`config.mk`:
```
export PLATFORM = sky130hd
export DESIGN_NAME = pipe_regfile_flat
export DESIGN_NICKNAME = d
export VERILOG_FILES = /design/src/rtl/cpu_pkg.sv /design/src/rtl/pipe_regfile_if.sv /design/src/rtl/pipe_regfile_rf_read_port.sv /design/src/rtl/pipe_regfile.sv /design/src/flat_wrapper.sv
export SDC_FILE = /design/constraint.sdc
export NUM_CORES = 2
export LEC_CHECK = 0
export CORE_MARGIN = 3
export CORE_UTILIZATION = 50
export CTS_CLUSTER_DIAMETER = 60
export DETAILED_ROUTE_END_ITERATION = 16
export HOLD_SLACK_MARGIN = 0.12
export MAX_ROUTING_LAYER = met4
export PLACE_DENSITY = 0.75
export SLEW_MARGIN = 5
export SYNTH_ARGS = -nofsm -noshare
export SYNTH_HDL_FRONTEND = slang
export SYNTH_SLANG_ARGS = --single-unit
export TNS_END_PERCENT = 30
```
`constraint.sdc`:
```
create_clock -name clk -period 7.2 [get_ports clk]
set_input_delay 0.72 -clock clk [delete_from_list [all_inputs] [get_ports clk]]
set_output_delay 0.72 -clock clk [all_outputs]
set_load 0.02 [all_outputs]
```
`src/rtl/cpu_pkg.sv`:
```
// cpu_pkg: types and defaults shared by the pipelined CPU register file.
//   DATA_W / ADDR_W : default register width and register address width
//   reg_addr_t      : register index type
//   word_t          : register data type
//   ZERO_ADDR       : index of the hardwired zero register
package cpu_pkg;
    localparam int DATA_W = 32;
    localparam int ADDR_W = 5;

    typedef logic [ADDR_W-1:0] reg_addr_t;
    typedef logic [DATA_W-1:0] word_t;

    localparam reg_addr_t ZERO_ADDR = '0;
endpackage

```
`src/rtl/pipe_regfile_if.sv`:
```
// pipe_regfile_if: bundles the read ports, writeback, issue and scoreboard
// signals of the register file.
//   master : pipeline side (drives addresses, writeback, issue, flush)
//   slave  : register file side (drives read data, pending flags, count, orphan)
//
// Signalling: wr_en and iss_en are single-cycle qualifiers with no back-pressure.
// A transaction is taken on every rising clk edge where its enable is high; the
// register file is always ready, so there is no ready signal.
interface pipe_regfile_if #(
    parameter int DATA_W = cpu_pkg::DATA_W,
    parameter int ADDR_W = cpu_pkg::ADDR_W,
    parameter int NREAD  = 2
);
    logic [NREAD*ADDR_W-1:0] rd_addr;
    logic [NREAD*DATA_W-1:0] rd_data;
    logic [NREAD-1:0]        rd_pending;
    logic                    wr_en;
    logic [ADDR_W-1:0]       wr_addr;
    logic [DATA_W-1:0]       wr_data;
    logic                    iss_en;
    logic [ADDR_W-1:0]       iss_addr;
    logic                    flush;
    logic [ADDR_W:0]         pend_count;
    logic                    wr_orphan;

    modport master (
        output rd_addr, wr_en, wr_addr, wr_data, iss_en, iss_addr, flush,
        input  rd_data, rd_pending, pend_count, wr_orphan
    );

    modport slave (
        input  rd_addr, wr_en, wr_addr, wr_data, iss_en, iss_addr, flush,
        output rd_data, rd_pending, pend_count, wr_orphan
    );
endinterface

```
`src/rtl/pipe_regfile_rf_read_port.sv`:
```
// rf_read_port: one combinational read port of the register file.
//   addr      : register being read
//   wr_*      : writeback of this cycle (for bypass and pending clear)
//   iss_*     : issue of this cycle (a same-address issue keeps the source pending)
//   mem_word  : stored value of register addr
//   pend_bit  : stored pending bit of register addr
//   data      : value seen by decode
//   pending   : source still has an outstanding producer
module rf_read_port
    import cpu_pkg::*;
#(
    parameter int DATA_W   = cpu_pkg::DATA_W,
    parameter int ADDR_W   = cpu_pkg::ADDR_W,
    parameter int ZERO_REG = 1
) (
    input  logic [ADDR_W-1:0] addr,
    input  logic              wr_en,
    input  logic [ADDR_W-1:0] wr_addr,
    input  logic [DATA_W-1:0] wr_data,
    input  logic              iss_en,
    input  logic [ADDR_W-1:0] iss_addr,
    input  logic [DATA_W-1:0] mem_word,
    input  logic              pend_bit,
    output logic [DATA_W-1:0] data,
    output logic              pending
);
    logic is_zero;
    logic wr_hit;
    logic iss_hit;

    always_comb begin
        is_zero = (ZERO_REG != 0) && (addr == '0);
        wr_hit  = wr_en && (wr_addr == addr);
        iss_hit = iss_en && (iss_addr == addr);

        if (is_zero) begin
            data = '0;
        end else if (wr_hit) begin
            data = wr_data;
        end else begin
            data = mem_word;
        end

        // A writeback retires the producer unless a newer producer issues to
        // the same register in this very cycle.
        pending = pend_bit && !(wr_hit && !iss_hit) && !is_zero;
    end
endmodule

```
`src/rtl/pipe_regfile.sv`:
```
// pipe_regfile: parametrised register file with per-register pending
// scoreboard, same-cycle write bypass and optional hardwired zero register.
//   clk : rising-edge clock
//   rst : asynchronous active-low reset
//   bus : pipe_regfile_if slave (read ports, writeback, issue, flush,
//         pend_count, wr_orphan)
module pipe_regfile
    import cpu_pkg::*;
#(
    parameter int DATA_W   = cpu_pkg::DATA_W,
    parameter int ADDR_W   = cpu_pkg::ADDR_W,
    parameter int NREAD    = 2,
    parameter int ZERO_REG = 1
) (
    input  logic           clk,
    input  logic           rst,
    pipe_regfile_if.slave  bus
);
    localparam int DEPTH = 1 << ADDR_W;

    logic [DATA_W-1:0] mem_q [DEPTH];
    logic [DATA_W-1:0] mem_d [DEPTH];
    logic [DEPTH-1:0]  pend_q, pend_d;
    logic [ADDR_W:0]   pend_count_q, pend_count_d;
    logic              wr_orphan_q, wr_orphan_d;

    logic [NREAD*DATA_W-1:0] rd_data_w;
    logic [NREAD-1:0]        rd_pending_w;

    function automatic logic [ADDR_W:0] popcount(input logic [DEPTH-1:0] v);
        logic [ADDR_W:0] c;
        c = '0;
        for (int i = 0; i < DEPTH; i++) begin
            c = c + {{ADDR_W{1'b0}}, v[i]};
        end
        return c;
    endfunction

    logic wr_is_zero;
    logic iss_is_zero;

    always_comb begin
        wr_is_zero  = (ZERO_REG != 0) && (bus.wr_addr == '0);
        iss_is_zero = (ZERO_REG != 0) && (bus.iss_addr == '0);

        mem_d = mem_q;
        if (bus.wr_en && !wr_is_zero) begin
            mem_d[bus.wr_addr] = bus.wr_data;
        end

        // Clear first, then set: an issue to the register being written
        // leaves it pending because the new producer is younger.
        pend_d = pend_q;
        if (bus.flush) begin
            pend_d = '0;
        end else begin
            if (bus.wr_en && !wr_is_zero) begin
                pend_d[bus.wr_addr] = 1'b0;
            end
            if (bus.iss_en && !iss_is_zero) begin
                pend_d[bus.iss_addr] = 1'b1;
            end
        end

        pend_count_d = popcount(pend_d);

        wr_orphan_d = wr_orphan_q
                    | (bus.wr_en && !wr_is_zero && !pend_q[bus.wr_addr]);
    end

    always_ff @(posedge clk or negedge rst) begin
        if (!rst) begin
            mem_q        <= '{default: '0};
            pend_q       <= '0;
            pend_count_q <= '0;
            wr_orphan_q  <= 1'b0;
        end else begin
            mem_q        <= mem_d;
            pend_q       <= pend_d;
            pend_count_q <= pend_count_d;
            wr_orphan_q  <= wr_orphan_d;
        end
    end

    for (genvar i = 0; i < NREAD; i++) begin : g_rd
        logic [ADDR_W-1:0] a;
        assign a = bus.rd_addr[i*ADDR_W +: ADDR_W];

        rf_read_port #(
            .DATA_W   (DATA_W),
            .ADDR_W   (ADDR_W),
            .ZERO_REG (ZERO_REG)
        ) u_port (
            .addr     (a),
            .wr_en    (bus.wr_en),
            .wr_addr  (bus.wr_addr),
            .wr_data  (bus.wr_data),
            .iss_en   (bus.iss_en),
            .iss_addr (bus.iss_addr),
            .mem_word (mem_q[a]),
            .pend_bit (pend_q[a]),
            .data     (rd_data_w[i*DATA_W +: DATA_W]),
            .pending  (rd_pending_w[i])
        );
    end

    assign bus.rd_data    = rd_data_w;
    assign bus.rd_pending = rd_pending_w;
    assign bus.pend_count = pend_count_q;
    assign bus.wr_orphan  = wr_orphan_q;
endmodule

```
`src/flat_wrapper.sv`:
```
// flat-port wrapper written by rule: the top's interface ports become plain ports
module pipe_regfile_flat import cpu_pkg::*;
#(
    parameter int DATA_W   = cpu_pkg::DATA_W,
    parameter int ADDR_W   = cpu_pkg::ADDR_W,
    parameter int NREAD    = 2,
    parameter int ZERO_REG = 1
)
  (clk, rst, bus_rd_addr, bus_wr_en, bus_wr_addr, bus_wr_data, bus_iss_en, bus_iss_addr, bus_flush, bus_rd_data, bus_rd_pending, bus_pend_count, bus_wr_orphan);
  pipe_regfile_if #(.DATA_W(DATA_W), .ADDR_W(ADDR_W), .NREAD(NREAD)) bus_i ();
  input  logic clk;
  input  logic rst;
  input wire logic [$bits(bus_i.rd_addr)-1:0] bus_rd_addr;
  input wire logic [$bits(bus_i.wr_en)-1:0] bus_wr_en;
  input wire logic [$bits(bus_i.wr_addr)-1:0] bus_wr_addr;
  input wire logic [$bits(bus_i.wr_data)-1:0] bus_wr_data;
  input wire logic [$bits(bus_i.iss_en)-1:0] bus_iss_en;
  input wire logic [$bits(bus_i.iss_addr)-1:0] bus_iss_addr;
  input wire logic [$bits(bus_i.flush)-1:0] bus_flush;
  output wire logic [$bits(bus_i.rd_data)-1:0] bus_rd_data;
  output wire logic [$bits(bus_i.rd_pending)-1:0] bus_rd_pending;
  output wire logic [$bits(bus_i.pend_count)-1:0] bus_pend_count;
  output wire logic [$bits(bus_i.wr_orphan)-1:0] bus_wr_orphan;
  assign bus_i.rd_addr = bus_rd_addr;
  assign bus_i.wr_en = bus_wr_en;
  assign bus_i.wr_addr = bus_wr_addr;
  assign bus_i.wr_data = bus_wr_data;
  assign bus_i.iss_en = bus_iss_en;
  assign bus_i.iss_addr = bus_iss_addr;
  assign bus_i.flush = bus_flush;
  assign bus_rd_data = bus_i.rd_data;
  assign bus_rd_pending = bus_i.rd_pending;
  assign bus_pend_count = bus_i.pend_count;
  assign bus_wr_orphan = bus_i.wr_orphan;
  pipe_regfile #(.DATA_W(DATA_W), .ADDR_W(ADDR_W), .NREAD(NREAD), .ZERO_REG(ZERO_REG)) u_core (.clk(clk), .rst(rst), .bus(bus_i));
endmodule
```
== Yosys cells after proc, flatten, opt, wreduce, memory -nomap -nowiden ==
Cells that the tools add are included.

* Bits in registers: 1063
* Latch bits: 0
* Bits in writable memories: 0
* ROM bits: 0
* Bits of input ports: 57
* Output and inout port bits: 73
* Logic and storage cells: 143
* Memories kept: 0

* $add $sub $neg: 31
* Multipliers: 0
* Div/mod/pow operators: 0
* Magnitude comparators: 10
* Equal/unequal tests: 4
* Shifts and indexed selects: 0
* Multiplexer cells: 27
* Bitwise operators: 7
* Reductions and logical operators: 29

{| class="wikitable"
|+ Operators by type and width
! operator !! number
|-
| bitwise mux 1024 bit || 1
|-
| two-way mux 32 bit || 13
|-
| binary-select mux 32 bit (select 5 bit) || 2
|-
| adder 6 x 1 -> 6 bit || 30
|-
| demux 32 bit (select 5 bit) || 1
|-
| AND 32 bit || 1
|-
| inverter 32 bit || 1
|-
| bitwise OR 32 bit || 1
|-
| less-than comparator 5 x 6 -> 1 bit (second input constant) || 4
|-
| equality test 5 bit || 4
|-
| zero test 5 bit || 4
|-
| >= comparator 6 bit (second input constant) || 3
|-
| inverter 5 -> 6 bit || 3
|-
| logical AND 1 bit || 16
|-
| binary-select mux 1 bit (select 5 bit) || 3
|-
| demux 1 bit (select 5 bit) || 2
|-
| >= comparator 5 x 1 -> 1 bit (second input constant) || 2
|-
| zero test 1 bit || 9
|-
| less-than comparator 6 x 1 -> 1 bit (second input constant) || 1
|-
| two-way mux 1 bit || 5
|-
| adder 1 x 1 -> 2 bit || 1
|-
| bitwise OR 1 bit || 1
|}

== Longest topological paths before layout ==
* Depth in word-level cells: 42
* Mapped depth: 24
* Depth with buffers taken out: 22

== Hierarchy ==
From an unflattened synthesis, not the netlist that was laid out.

* Cells, all modules: 3691
* Area, all modules: 58369.7 um^2

{| class="wikitable"
|+ Modules (own cells, without submodules)
! module !! instances !! cells each !! area an instance (um^2) !! sequential area each (um^2)
|-
| pipe_regfile || 1 || 3425 || 56950.9 || 26600.5
|-
| rf_read_port || 2 || 133 || 709.4 || 0.0
|}

== Least setup slack after synthesis ==
OpenSTA, ideal clock, no wires.

* Path type: input port to flip-flop
* Start point: input port bus_wr_addr[1]
* End point: register u_core.pend_count_q[4] (netlist: u_core.bus.pend_count[4])
* Setup time: 0.080 ns
* Data arrival time: 6.262 ns
* Required time: 7.120 ns
* Path slack: 0.858 ns
* Stages: 21
* Path buffers: 3
* Cell sequence: buf_4 -> buf_2 -> nor2_1 -> nand2_1 -> buf_2 -> a22oi_1 -> nor2_1 -> ha_1 -> inv_1 -> fa_1 -> fa_1 -> fa_1 -> fa_1 -> fa_1 -> fa_1 -> inv_1 -> fa_1 -> fa_1 -> a21o_1 -> a21oi_1 -> xnor2_1

* Cells in the longest elaborated chain, start to end: 42
* Elaborated cells on any way between the ends: 46
* Those cells by class: add/sub (31); order compare (2); mux (6); bitwise (3); reduce/logical (4)

{| class="wikitable"
|+ RTL lines
! item !! RTL line !! RTL
|-
| from (decl) || flat_wrapper.sv:15 || <nowiki>input wire logic [$bits(bus_i.wr_addr)-1:0] bus_wr_addr;</nowiki>
|-
| less-than comparator 5 x 6 -> 1 bit (implied by the code) / >= comparator 5 x 1 -> 1 bit (equally long branches) || pipe_regfile.sv:58 || <nowiki>pend_d[bus.wr_addr] = 1'b0;</nowiki>
|-
| logical AND 1 bit (implied by the code) || pipe_regfile.sv:58 ||
|-
| two-way mux 1 bit (implied by the code) || pipe_regfile.sv:58 ||
|-
| demux 1 bit (select 5 bit) || - ||
|-
| inverter 32 bit (no line) || - ||
|-
| AND 32 bit (no line) || - ||
|-
| two-way mux 32 bit * || pipe_regfile.sv:57 || <nowiki>if (bus.wr_en && !wr_is_zero) begin</nowiki>
|-
| two-way mux 32 bit * || pipe_regfile.sv:54 || <nowiki>if (bus.flush) begin</nowiki>
|-
| bitwise OR 32 bit (no line) || - ||
|-
| two-way mux 32 bit * || pipe_regfile.sv:60 || <nowiki>if (bus.iss_en && !iss_is_zero) begin</nowiki>
|-
| two-way mux 32 bit * || pipe_regfile.sv:54 ||
|-
| net u_core.pend_d[1] || pipe_regfile.sv:23 || <nowiki>logic [DEPTH-1:0] pend_q, pend_d;</nowiki>
|-
| adder 1 x 1 -> 2 bit * || pipe_regfile.sv:34 || <nowiki>c = c + {{ADDR_W{1'b0}}, v[i]};</nowiki>
|-
| adder 6 x 1 -> 6 bit * (30 in a row) || pipe_regfile.sv:34 ||
|-
| net u_core.pend_count_d[4] || pipe_regfile.sv:24 || <nowiki>logic [ADDR_W:0] pend_count_q, pend_count_d;</nowiki>
|-
| to (signal assigned) || pipe_regfile.sv:80 || <nowiki>pend_count_q <= pend_count_d;</nowiki>
|-
| to (decl) || pipe_regfile.sv:24 ||
|}

The timed path passes the listed nets; every way through them passes the cells marked *. The select of a mux whose other input is x is not followed.
A chain may end at the register's enable or synchronous reset.

== Worst setup path in the final report ==
* Start point: input port bus_wr_addr[4]
* End point: register u_core.pend_count_q[4] (netlist: u_core.bus.pend_count[4])

Same word-level chain as after synthesis.

==> impl_metrics.tcl <==
set metrics [dict create \
    top_usage_layer "met2" \
    routed_wl_mm 193 \
    cts.clk_slew.worst_paths_ns 0.06 \
    fp.dieW_um 349 \
    syn-instance-count 4207 \
    rows 125 \
    ys_seq_area_share_pct 45.3 \
    antenna_found_initial 5 \
    grt_pass1_wl_mm 282 \
    synth.top_cell.area_share_pct 45.3 \
    relSlewSlack_pct 10.1 \
    hold_viol_final 0 \
    synth-adder-area-share_pct 0.989 \
    synth.area.top_cells "dfrtp_1, mux2_2, mux4_2" \
    pin_count 130 \
    ir_worst_vdd_mv 0.214 \
    synth-simple-area-share_pct 2.22 \
    routabilityCongestion 0.908 \
    synth.distinct_cells 59 \
    synth_mux_area_share_pct 39.9 \
    core_region_area_sq_um 116000 \
    status "finished clean" \
    timing.rr.start "u_core.pend_q[1]" \
    initial_core_util_pct 50.4 \
    drt_iter0_markers 5289 \
    fmax_mhz 160 \
    port_buffers 129 \
    cts_hold_buf 1 \
    dp_hpwl_mm 109 \
    drc 0 \
    crit_start "bus_wr_addr[4]" \
    min_period_over_period_pct 87.1 \
    drtPass1Iterations 8 \
    drive_above_1_share_pct 42.9 \
    grt_max_degree 175 \
    ant_nets 0 \
    syn_area_sq_um 58700 \
    skew_ns 0.0220 \
    slowest_delay_ns 0.67 \
    cts.repair.resized 0 \
    ys_warn_count 0 \
    synth_compound_area_share_pct 6.80 \
    cts_buffers 118 \
    powerDensity_nw_per_um2 275 \
    grtUsageMet3_pct 7.70 \
    worstMarginPinSlew_ns 1.35 \
    crit_path_max_fanout 14 \
    postSynthAreaPerCell_sq_um 13.9 \
    vias_per_cell 7.08 \
    critical_path_required_ns 7.81 \
    worst_path_most_repeated_cell "fa_1" \
    met2_usage_pct 47.7 \
    routedWlPerCell_um 33.4 \
    cp-end-kind "register" \
    synth_nets 4296 \
    synth_edf_count 0 \
    dp.cells 5537 \
    route.vias.total 40800 \
    async_flop_share_pct 100 \
    cts_max_level 3 \
    die_h_um 349 \
    synth-main-ff-cell "dfrtp_1" \
    maxCapViolations 0 \
    setup_viol 0 \
    slowest_stage "clkdlybuf4s50_1" \
    crit_type "in -> reg" \
    synth_top_family_by_area "multiplexers" \
    grt_setup_unrepaired "no" \
    clk-insertion-delay-late_ns 0.72 \
    cts_sinks 1063 \
    crit_chain "clkdlybuf4s50_1, nor3_1, nand2_2, a22oi_1, nor2_1, ha_1, inv_1, fa_1, fa_1, fa_1, fa_1, fa_1, fa_1, inv_1, fa_1, fa_1, a21o_1, a21oi_1, xnor2_1" \
    startpoint_type "input port" \
    fin_crit_ns 6.27 \
    cts_tree "yes" \
    post_cts_buffers 0 \
    critPathArrivalTime_ns 6.88 \
    hp-start "u_core.mem_q[1014]" \
    nets 4223 \
    hold_path_class "reg -> reg" \
    leakagePower_nw 28.4 \
    fin_cells 5765 \
    ys_ff_latch 1063 \
    use_met1_pct 41.8 \
    syn_to_final_growth_pct 11.0 \
    track_usage_pct 32.4 \
    yosysTopAreaCell "dfrtp_1" \
    grt-ovfl-total 0 \
    fin_tns_setup_ns 0 \
    grt_pass1_vias 41000 \
    slew_viol_final 0 \
    clockBufferDepth 3 \
    die_area_sq_um 122000 \
    cts_root_buffer "clkbuf_16" \
    synthXorXnorAreaFrac_pct 0.343 \
]
[layout make-up]
type                       instances  area, sq um
sequential                      1063        26600
fill                            9209        51200
inverter                          44          165
multi-input combinational       2627        29700
tap                             1524         1910
clock inverter                    44          568
antenna                           10         25.0
clock buffer                     173         3520
timing repair buffer             280         2610
[layer usage]
metal  share of wire, %  up-vias  wire length [um]
met4                6.6        0             12700
met5                  0        -                 0
met1                 38    21400             73200
li1                   -    16000                 -
met3                 11      765             20700
met2                 45     2648             86100
[where the power goes]
part           internal, mW  switching [mW]  leakage, nW
Clock                  3.81            2.56         2.02
Sequential             7.08           0.821         13.7
Combinational          2.07            1.59         12.7
[placed cells by master, fill, tap and decap left out, drive strengths merged, types with 12 or more instances in the layout]
cell type	n
dfrtp	1063
mux2	1014
mux4	377
mux2i	351
a22oi	198
clkbuf	173
buf	159
clkdlybuf4s50	120
nand2	110
a21oi	83
o21ai	62
inv	51
nor2	46
a31oi	35
nand3	32
o22ai	26
fa	24
clkinv	22
o2111ai	21
a21o	19
o211ai	19
o221a	19
a221oi	18
nor2b	18
xor2	13
a221o	12
bufinv	12
[state kept, by name (all words and copies together), names as in the netlist]
register	flops
u_core.bus.wr_orphan	1
u_core.mem_q	1024
u_core.bus.pend_count	6
u_core.pend_q	32
[cells in the mapped netlist (19+ instances only)]
cell type  count
a21o_1        19
a21oi_1       83
a22oi_1      198
a31oi_1       35
buf_2        141
buf_4         48
buf_6         34
clkbuf_1     231
dfrtp_1     1063
fa_1          24
inv_1         44
mux2_2      1004
mux2i_1      351
mux4_2       377
nand2_1      110
nand3_1       32
nor2_1        40
o2111ai_1     21
o211ai_1      19
o21ai_0       61
o221a_2       19
o22ai_1       26
[metrics by stage]
step	hold slack [ns]	cell area, sq um	setup slack, ns	util (%)	power, mW
after detailed placement	0.385	61000	0.280	52.4	11.6
final	0.396	65100	0.931	56.0	17.9
after global routing	0.407	65100	0.624	56.0	18.6
after global placement	0.377	61000	0.316	52.4	11.4
after CTS	0.399	65100	0.955	56.0	17.9
after floorplan	0.424	58700	0.858	-	10.4
[cells by family after synthesis]
group           Yosys count
buf+inv                 517
xor+xnor                 23
compound gates          562
mux                    1742
flops                  1063
fa+ha+maj                32
simple gates            268
[worst max-delay path, delay by kind of cell]
family / cells / cell delay [ns]
simple gates: 3 / 0.66
compound gates: 3 / 0.51
fa+ha+maj: 9 / 4.05
xor+xnor: 1 / 0.14
buf+inv: 3 / 0.80
[path summary, 6_finish.rpt]
check / slack (ns) / endpoint / cells past startpoint
max: 0.93 / u_core.bus.pend_count[4] / 19
min: 0.40 / u_core.mem_q[1014] / 0
max reg2reg: 1.74 / u_core.bus.pend_count[4] / 16
min reg2reg: 0.40 / u_core.mem_q[1014] / 0
max in group asynchronous: 4.96 / u_core.pend_q[16] / 3
min in group asynchronous: 0.68 / u_core.mem_q[169] / 2
Note: power is estimated with default switching activity, not from simulation.
